[config.mk]
export PLATFORM = sky130hd
export DESIGN_NAME = timer_periph
export DESIGN_NICKNAME = d
export VERILOG_FILES = /design/src/rtl/timer_periph.sv
export SDC_FILE = /design/constraint.sdc
export NUM_CORES = 1
export LEC_CHECK = 0
export ABC_AREA = 1
export ABC_CLOCK_PERIOD_IN_PS = 2800
export CORE_ASPECT_RATIO = 1.2
export CORE_MARGIN = 5
export CORE_UTILIZATION = 40
export CTS_BUF_LIST = sky130_fd_sc_hd__clkbuf_4 sky130_fd_sc_hd__clkbuf_8
export CTS_CLUSTER_DIAMETER = 80
export DETAILED_ROUTE_END_ITERATION = 8
export PLACE_DENSITY = 0.64
export SYNTH_ARGS = -nofsm -noshare
export SYNTH_HDL_FRONTEND = slang
export SYNTH_SLANG_ARGS = --single-unit
[constraint.sdc]
create_clock -name clk -period 2.8 [get_ports clk]
set_input_delay 0.84 -clock clk [delete_from_list [all_inputs] [get_ports clk]]
set_output_delay 0.84 -clock clk [all_outputs]
set_load 0.02 [all_outputs]
[src/rtl/timer_periph.sv]
// rtl/timer_periph.sv - memory-mapped down-counting timer with prescaler, auto-reload and level interrupt
module timer_periph #(
    parameter logic [31:0] BASE_ADDR = 32'h0000_7F00
) (
    input  logic        clk,
    input  logic        rst,
    input  logic [31:0] addr_i,
    input  logic [31:0] wdata_i,
    input  logic        we_i,
    output logic [31:0] rdata_o,
    output logic        irq_o
);

    typedef enum logic [1:0] {
        S_IDLE   = 2'd0,
        S_LOAD   = 2'd1,
        S_RUN    = 2'd2,
        S_EXPIRE = 2'd3
    } state_t;

    state_t      state_q, state_d;
    logic [2:0]  ctrl_q, ctrl_d;
    logic [31:0] preset_q, preset_d;
    logic [31:0] count_q, count_d;
    logic        exp_q, exp_d;
    logic [15:0] presc_q, presc_d;
    logic [15:0] presc_cnt_q, presc_cnt_d;

    logic       hit;
    logic [2:0] off;
    logic       wr_ctrl, wr_preset, wr_status, wr_presc;
    logic       start, stop, tick;
    logic       unused_addr_bits;

    assign unused_addr_bits = ^addr_i[1:0];

    always_comb begin
        hit       = (addr_i[31:5] == BASE_ADDR[31:5]);
        off       = addr_i[4:2];
        wr_ctrl   = we_i && hit && (off == 3'd0);
        wr_preset = we_i && hit && (off == 3'd1);
        wr_status = we_i && hit && (off == 3'd3);
        wr_presc  = we_i && hit && (off == 3'd4);
        start     = wr_ctrl && wdata_i[0] && !ctrl_q[0];
        stop      = wr_ctrl && !wdata_i[0];
        tick      = (presc_cnt_q == presc_q);
    end

    always_comb begin
        state_d     = state_q;
        ctrl_d      = ctrl_q;
        preset_d    = preset_q;
        count_d     = count_q;
        exp_d       = exp_q;
        presc_d     = presc_q;
        presc_cnt_d = presc_cnt_q;

        if (wr_ctrl)
            ctrl_d = wdata_i[2:0];
        if (wr_preset)
            preset_d = wdata_i;
        if (wr_presc)
            presc_d = wdata_i[15:0];
        if (wr_status && wdata_i[0])
            exp_d = 1'b0;

        case (state_q)
            S_IDLE: begin
                if (start)
                    state_d = S_LOAD;
            end
            S_LOAD: begin
                count_d     = preset_q;
                presc_cnt_d = 16'd0;
                state_d     = S_RUN;
            end
            S_RUN: begin
                if (tick) begin
                    presc_cnt_d = 16'd0;
                    // A preset of 0 expires on the first tick, same as a preset of 1
                    if (count_q <= 32'd1) begin
                        count_d = 32'd0;
                        state_d = S_EXPIRE;
                    end else begin
                        count_d = count_q - 32'd1;
                    end
                end else begin
                    presc_cnt_d = presc_cnt_q + 16'd1;
                end
            end
            S_EXPIRE: begin
                // Setting EXP overrides a same-cycle W1C clear
                exp_d = 1'b1;
                if (ctrl_q[2]) begin
                    state_d = S_LOAD;
                end else begin
                    ctrl_d[0] = 1'b0;
                    state_d   = S_IDLE;
                end
            end
            default: state_d = S_IDLE;
        endcase

        // Stopping freezes the count where it is; EXP set in EXPIRE still stands
        if (stop) begin
            state_d     = S_IDLE;
            count_d     = count_q;
            presc_cnt_d = presc_cnt_q;
        end
    end

    always_ff @(posedge clk) begin
        if (rst) begin
            state_q     <= S_IDLE;
            ctrl_q      <= 3'd0;
            preset_q    <= 32'd0;
            count_q     <= 32'd0;
            exp_q       <= 1'b0;
            presc_q     <= 16'd0;
            presc_cnt_q <= 16'd0;
        end else begin
            state_q     <= state_d;
            ctrl_q      <= ctrl_d;
            preset_q    <= preset_d;
            count_q     <= count_d;
            exp_q       <= exp_d;
            presc_q     <= presc_d;
            presc_cnt_q <= presc_cnt_d;
        end
    end

    always_comb begin
        rdata_o = 32'd0;
        if (hit) begin
            case (off)
                3'd0:    rdata_o = {29'd0, ctrl_q};
                3'd1:    rdata_o = preset_q;
                3'd2:    rdata_o = count_q;
                3'd3:    rdata_o = {31'd0, exp_q};
                3'd4:    rdata_o = {16'd0, presc_q};
                default: rdata_o = 32'd0;
            endcase
        end
    end

    assign irq_o = exp_q & ctrl_q[1];

endmodule

# After elaboration in Yosys (flattened, before gate mapping)
# Cells that the tools add are included.
# totals
reg_bits	102
in_bits	67
out_inout_bits	33
word_cells	61
# classes
n_addsub	2
n_lt_le_gt_ge	1
n_eq_ne	12
muxes	17
bitwise	2
n_reduce_logical	19
# op_table
cell	n
$pmux W32 S5	1
$mux W32	3
$pmux W32 S2	1
$le A32 B1 Y1 const B	1
$pmux W16 S2	1
$sub A32 B1 Y32 const B	1
$eq A27 B10 Y1 const B	1
$add A16 B1 Y16 const B	1
$eq A16 B16 Y1	1
$mux W16	1
$logic_and A1 B1 Y1	9
$pmux W2 S4	1
$eq A3 B2 Y1 const B	2
$mux W1	6
$mux W2	3
$ne A2 B2 Y1 const B	3
$reduce_and A3 Y1	2
$eq A2 B2 Y1 const B	2
$reduce_bool A2 Y1	2
$eq A3 B1 Y1 const B	1
$eq A3 B3 Y1 const B	1
$logic_not A3 Y1	1
$eq A2 B1 Y1 const B	1
$logic_not A1 Y1	2
other kinds (5)	5

# Logic depth before layout (Yosys ltp)
# Gate-level depths: netlist of run 1.
# depth
word_depth	7
mapped_depth	13
mapped_depth_nobuf	13

# Worst setup path after synthesis of run 1
# Ideal clock, no wire load.
# synth_path
path_kind	in2out
from	input addr_i[28]
to	output rdata_o[15]
t_arrival_ns	2.034
setup_slack_ns	-0.074
cell_stages	8
path_cell_list	nor2_1 > nand2_1 > nor2_1 > nand2_1 > nor2_1 > o21ai_1 > clkbuf_1 > a31oi_1
# synth_via
elab_chain_cells	2
# synth_rtl
item	line	rtl
start: declaration	7	input logic [31:0] addr_i,
$eq A27 B10 Y1	38	hit = (addr_i[31:5] == BASE_ADDR[31:5]);
$mux W32	134	if (hit) begin
end: declaration	10	output logic [31:0] rdata_o,
# No other way between the ends.

# Worst setup path in the final report of run 1
# layout_path
from	input addr_i[30]
to	output rdata_o[12]
# Same word-level chain as after synthesis.

==> flow_summary_export.csv, run 1 <==
group,metric,value,unit
status,status,"finished with violations",
status,failing_checks,"negative setup slack",
timing,setup-violations-final,31,
placed_design,place.detailed.hpwl,14900,um
synth,synth-xor-area-share,0.0342,
placed_design,buffer_ports.inserted,97,
pwr,worst_vdd_drop,0.000423,V
routing,viasPerCell,4.95,
timing,timing.final.ws_setup,-203,ps
synth,syn-mean-instance-area,5.89,um^2
clocking,cts.reportedPaths.clkPinSlew,90,ps
setup_path,cp.arrival,2160,ps
grt,number_of_antenna_violations_at_the_first_check_in_global_routing,0,
clocking,cts_tree,"yes",
synth,postSynthCellCount,1087,
clocking,cts_made_buffers,9,
finish,area_delta_synth_final,30.5,%
synth,synth.lib_cells_used.distinct,30,
floorplanning,floorplan.initialDensity,0.409,
setup_path,worstSetupPathType,"input pin to output port",
grt,grt_pass1_wl,33300,um
finish,final_net_count,1270,
clocking,h-tree-depth,3,
timing,min_period,3000,ps
grt,grt_max_degree,55,
setup_path,critical_path_peak_fanout,5,
grt,via_count_of_the_first_global_routing_pass,6570,
grt,track_usage,0.220,
timing,finalHoldWorstSlack,487,ps
synth,synth_adder_area_share,0.0137,
clocking,ctsHoldBuffers,0,
timing,max_slew.worst_pin.slew,638,ps
routing,remaining_drc_errors,0,
pwr,p_leak,0.00349,uW
synth,post_synth_and_or_nand_nor_area_fraction,0.412,
clocking,worst_skew_pair.late_latency,390,ps
setup_path,cp-end-kind,"output port",
synth,postSynthNetCount,1161,
synth,dominant_combinational_cell_family_by_area_after_synthesis,"simple AND/OR/NAND/NOR gates",
timing,finalMaxSlewViolations,0,
timing,grt_setup_unrepaired,"yes",
floorplanning,die_y,149,um
hold_path,worstHoldPathType,"flop to flop",
finish,insertedDiodeCount,0,
routing,ant_nets,0,
synth,synth_compound_area_frac,0.123,
synth,sequential_area_share_after_synthesis,0.319,
routing,drtPass1Iterations,5,
routing,vias,6972,
finish,fillCellCount,1632,
clocking,cts_buffer_depth,2,
floorplanning,placeableCoreArea,15600,um^2
timing,relSlewSlack,0.574,
grt,globalRouteOverflowTotal,0,
synth,synth_area,6400,um^2
finish,layout-drive-gt1-share,0.138,
timing,timing.final.hold_violations,0,
timing,post-route-period-util,1.07,
pwr,power_density,765,nW/um^2
routing,detailedRoute.firstIterationViolations,335,
synth,yosys_warnings,0,
clocking,cts_sinks,102,
routing,detail_route.wirelength,20900,um
placed_design,gp_congestion,0.919,
floorplanning,rows,50,
finish,layout.cells.most_common,"nand2_1",
finish,most_frequent_cells_in_the_layout,"nand2_1 (352), nor2_1 (208), inv_1 (103)",
floorplanning,die_width,125,um
floorplanning,floorplan.die_area,18600,um^2
timing,fmaxAchievable,333,MHz
job,max_cap_viols,0,
synth,yosys_register_bits,102,
setup_path,worstSetupStartpointType,"input pin",
timing,worst_clock_skew,18.0,ps
finish,end_of_flow_core_utilization,0.534,
floorplanning,design.portCount,100,
setup_path,required,1960,ps
clocking,clock_tree.root_cell,"clkbuf_8",
routing,avgRoutedWirePerCell,14.8,um
synth,synth_mux_area_frac,0,
final timing paths:
path,from,cells after the start,endpoint,slack (ps)
max,addr_i[30],9,rdata_o[12],-200
min,preset_q[29],2,preset_q[29],490
max reg2reg,count_q[0],12,count_q[18],440
min reg2reg,preset_q[29],2,preset_q[29],490
cell type report:
| type | count | area (um^2) | share of cell area |
|---|---|---|---|
| Multi-Input combinational cell | 827 | 3950 | 0.473 |
| Sequential cell | 102 | 2040 | 0.245 |
| Timing Repair Buffer | 147 | 1460 | 0.175 |
| Inverter | 109 | 409 | 0.0490 |
| Tap cell | 208 | 260 | 0.0312 |
| Clock buffer | 11 | 151 | 0.0181 |
| Clock inverter | 4 | 70.1 | 0.00839 |
worst max-delay path, stage by stage:
cell and delay [ps]:
dlygate4sd2_1 240, nor3_2 100, nand2_1 100, nor2_4 140, o21ai_4 130, buf_12 160, buf_12 130, a31oi_1 150
buf_4 170
timing repair:
item,in CTS,in global routing
pin swaps,8,6
endpoints found under the setup margin,32,32
buffers inserted,10,0
cloned,5,0
hold endpoints to repair,0,0
resized for setup,291,36
layer usage:
metal / vias up / routed length (um) / track usage
met3: 40 / 727 / 0.0262
met4: 0 / 667 / 0.0879
met5: - / 0 / 0
met2: 145 / 10500 / 0.395
met1: 3123 / 8990 / 0.266
li1: 3664 / - / -
stage by stage:
| step | power (uW) | cells | setup TNS, ps | cell area, um^2 | setup slack, ps |
|---|---|---|---|---|---|
| 2_1_floorplan | 4370 | 1087 | -1830 | 6410 | -71.4 |
| 3_3_place_gp | 5240 | 1381 | -29600 | 7840 | -915 |
| 3_5_place_dp | 5270 | 1381 | -30020 | 7840 | -939 |
| 4_1_cts | 6380 | 1410 | -5730 | 8230 | -211 |
| 5_1_grt | 6950 | 1408 | -5760 | 8350 | -285 |
| 6_report | 6380 | 1408 | -2840 | 8350 | -203 |
kinds of logic (layout without fill, tap and decap cells):
group,count (synthesis),in the layout
AND/OR/NAND/NOR,659,659
buffers and inverters,158,271
AO/OA/AOI/OAI,136,136
flip-flops,102,102
XOR/XNOR,25,25
adder cells (fa/ha/maj),7,7
Yosys cell counts, drive strengths merged:
| cell | instances | area share |
|---|---|---|
| a311oi | 1 | 0.0014 |
| buf | 15 | 0.014 |
| nand3 | 66 | 0.052 |
| a31oi | 13 | 0.013 |
| a221oi | 1 | 0.0014 |
| nand4 | 15 | 0.015 |
| a21oi | 53 | 0.041 |
| nand2 | 355 | 0.21 |
| nand3b | 3 | 0.0035 |
| o21ai | 30 | 0.023 |
| o211ai | 2 | 0.0023 |
| nor3 | 6 | 0.0055 |
| o22ai | 12 | 0.012 |
| xor2 | 24 | 0.033 |
| a211oi | 24 | 0.028 |
| inv | 109 | 0.064 |
| xnor2 | 1 | 0.0014 |
| clkbuf | 34 | 0.020 |
| ha | 7 | 0.014 |
| dfxtp | 102 | 0.32 |
| nor2 | 214 | 0.13 |
power by group:
group / leakage [uW] / total [uW] / switching [uW] / internal (uW)
clock: 0.000115 / 1080 / 539 / 546
combinational: 0.00254 / 3340 / 2130 / 1210
sequential: 0.000828 / 1960 / 289 / 1670
total: 0.00349 / 6380 / 2960 / 3420
state kept, by name (all words and copies together), names as in the netlist:
name	flops
count_q	32
ctrl_q	3
exp_q	1
presc_cnt_q	16
presc_q	16
preset_q	32
state_q	2
No activity file was read; power rests on OpenSTA's default activity.
==> inputs of run 2 (changes only) <==
--- a/config.mk
+++ b/config.mk
@@ -7,7 +7,7 @@
 export LEC_CHECK = 0
 export ABC_AREA = 1
 export ABC_CLOCK_PERIOD_IN_PS = 2800
-export CORE_ASPECT_RATIO = 1.2
+export CORE_ASPECT_RATIO = 1.1
 export CORE_MARGIN = 5
 export CORE_UTILIZATION = 40
 export CTS_BUF_LIST = sky130_fd_sc_hd__clkbuf_4 sky130_fd_sc_hd__clkbuf_8
==> run 2 against run 1 <==
Effect of this change:
- hold slack got worse by 2.9 ps
- utilization rose by 1.0 points
- flip-flop and latch count did not move
- clock skew fell by 6.9 ps
- fmax rose by 1.2%
- the flow still finishes with violations (negative setup slack)
- global-route usage fell by 0.054 points
==> flow_summary_export.csv, run 2 (same netlist as run 1, synthesis figures left out) <==
group,metric,value,unit
routing,remaining_drc_errors,0,
clocking,worst_skew_pair.late_latency,380,ps
hold_path,worstHoldPathType,"flop to flop",
pwr,finalPower,6380,uW
floorplanning,floorplan.initialDensity,0.407,
finish,final_net_count,1279,
setup_path,path_cells,"buf_6 -> nor2_2 -> nand3_1 -> nor2_1 -> nand2_1 -> nor2_4 -> o21ai_4 -> buf_12 -> buf_12 -> a31oi_4 -> buf_6",
setup_path,worstSetupPathType,"input pin to output port",
timing,post-route-period-util,1.06,
routing,ant_nets,0,
status,failing_checks,"negative setup slack",
grt,number_of_antenna_violations_at_the_first_check_in_global_routing,0,
grt,track_usage,0.219,
floorplanning,design.portCount,100,
floorplanning,rows,48,
routing,avgRoutedWirePerCell,15.1,um
finish,most_frequent_cells_in_the_layout,"nand2_1 (351), nor2_1 (207), inv_1 (104)",
clocking,cts_made_buffers,9,
timing,timing.final.ws_setup,-167,ps
floorplanning,floorplan.die_area,18600,um^2
finish,layout.cells.most_common,"nand2_1",
setup_path,path_buf_inv,4,
clocking,h-tree-depth,3,
timing,min_period,2970,ps
timing,finalMaxSlewViolations,0,
setup_path,cp.arrival,2130,ps
grt,grt_pass1_wl,32900,um
setup_path,r2r_setup_slack,350,ps
routing,detail_route.wirelength,21300,um
timing,fmaxAchievable,337,MHz
finish,insertedDiodeCount,0,
floorplanning,die_width,131,um
timing,grt_setup_unrepaired,"yes",
routing,vias,7161,
floorplanning,placeableCoreArea,15700,um^2
placed_design,buffer_ports.inserted,97,
pwr,power_density,745,nW/um^2
placed_design,place.detailed.hpwl,14400,um
clocking,clock_tree.root_cell,"clkbuf_8",
finish,fin_area,8560,um^2
placed_design,detailed_place.area,7840,um^2
routing,detailedRoute.firstIterationViolations,409,
pwr,p_leak,0.00354,uW
clocking,cts_sinks,102,
setup_path,critPathMaxStageDelay,160,ps
finish,area_delta_synth_final,33.8,%
clocking,cts.reportedPaths.clkPinSlew,100,ps
setup_path,critical_path_s_top_delay_family,"buffers and inverters",
finish,fillCellCount,1642,
grt,grt_max_degree,55,
placed_design,gp_congestion,0.923,
setup_path,cp-end-kind,"output port",
grt,globalRouteOverflowTotal,0,
setup_path,worstSetupStartpointType,"input pin",
clocking,cts_tree,"yes",
routing,drtPass1Iterations,5,
timing,worst_clock_skew,11.1,ps
status,status,"finished with violations",
setup_path,required,1960,ps
finish,largest_registers,"count_q: 32 flops, preset_q: 32 flops",
floorplanning,die_y,143,um
grt,via_count_of_the_first_global_routing_pass,6559,
timing,timing.final.hold_violations,0,
routing,viasPerCell,5.08,
setup_path,critical_path.slowest_cell,"buf_12",
clocking,cts_buffer_depth,2,
job,max_cap_viols,0,
finish,layout-drive-gt1-share,0.154,
timing,max_slew.worst_pin.slew,635,ps
pwr,worst_vdd_drop,0.000331,V
timing,setup-violations-final,32,
placed_design,placement.setup.worst_slack,-921,ps
timing,relSlewSlack,0.577,
setup_path,critical_path_peak_fanout,5,
[run 2: worst min-delay path: stages (launching register included)]
cell and delay (ps):
dfxtp_1 330, nand2_1 60, a21oi_1 50
[run 2: stage by stage]
stage	util	TNS [ps]	hold slack, ps	instances
after global placement	0.498	-31010	467	1375
after CTS	0.528	-4340	485	1405
after floorplan	-	-1830	453	1087
after detailed placement	0.498	-32690	471	1375
after global routing	0.544	-5510	497	1410
final	0.544	-2550	484	1410
[run 2: layout make-up]
type                       count  area [um^2]  share of cell area
timing repair buffer         156         1550               0.181
clock inverter                 4         70.1             0.00819
inverter                     109          409              0.0478
tap                          200          250              0.0292
sequential                   102         2040               0.239
clock buffer                  12          153              0.0178
multi-input combinational    827         4090               0.478
[run 2: worst paths after layout]
path | endpoint | from | depth (start not counted)
worst min-delay path | preset_q[21] | preset_q[21] | 2
worst max-delay path | rdata_o[14] | addr_i[6] | 11
worst max register to register | count_q[29] | count_q[0] | 13
worst min register to register | preset_q[21] | preset_q[21] | 2
[run 2: where the power goes]
group	internal [uW]	leakage, uW	switching (uW)	total, uW
clock	546	0.000117	531	1080
sequential	1670	0.000828	297	1970
combinational	1190	0.00260	2140	3330
[run 2: what timing repair did]
action	CTS	global route
hold buffers	0	0
setup buffers	10	5
resized for setup	308	38
pin swaps	18	5
gates cloned	4	2
endpoints found under the setup margin	32	32
[run 2: per-layer routing]
metal,share of wire,vias to the layer above,GRT usage
met3,0.064,36,0.0296
met5,0,-,0
met1,0.46,3238,0.301
li1,-,3678,-
met2,0.45,209,0.353
met4,0.024,0,0.0742
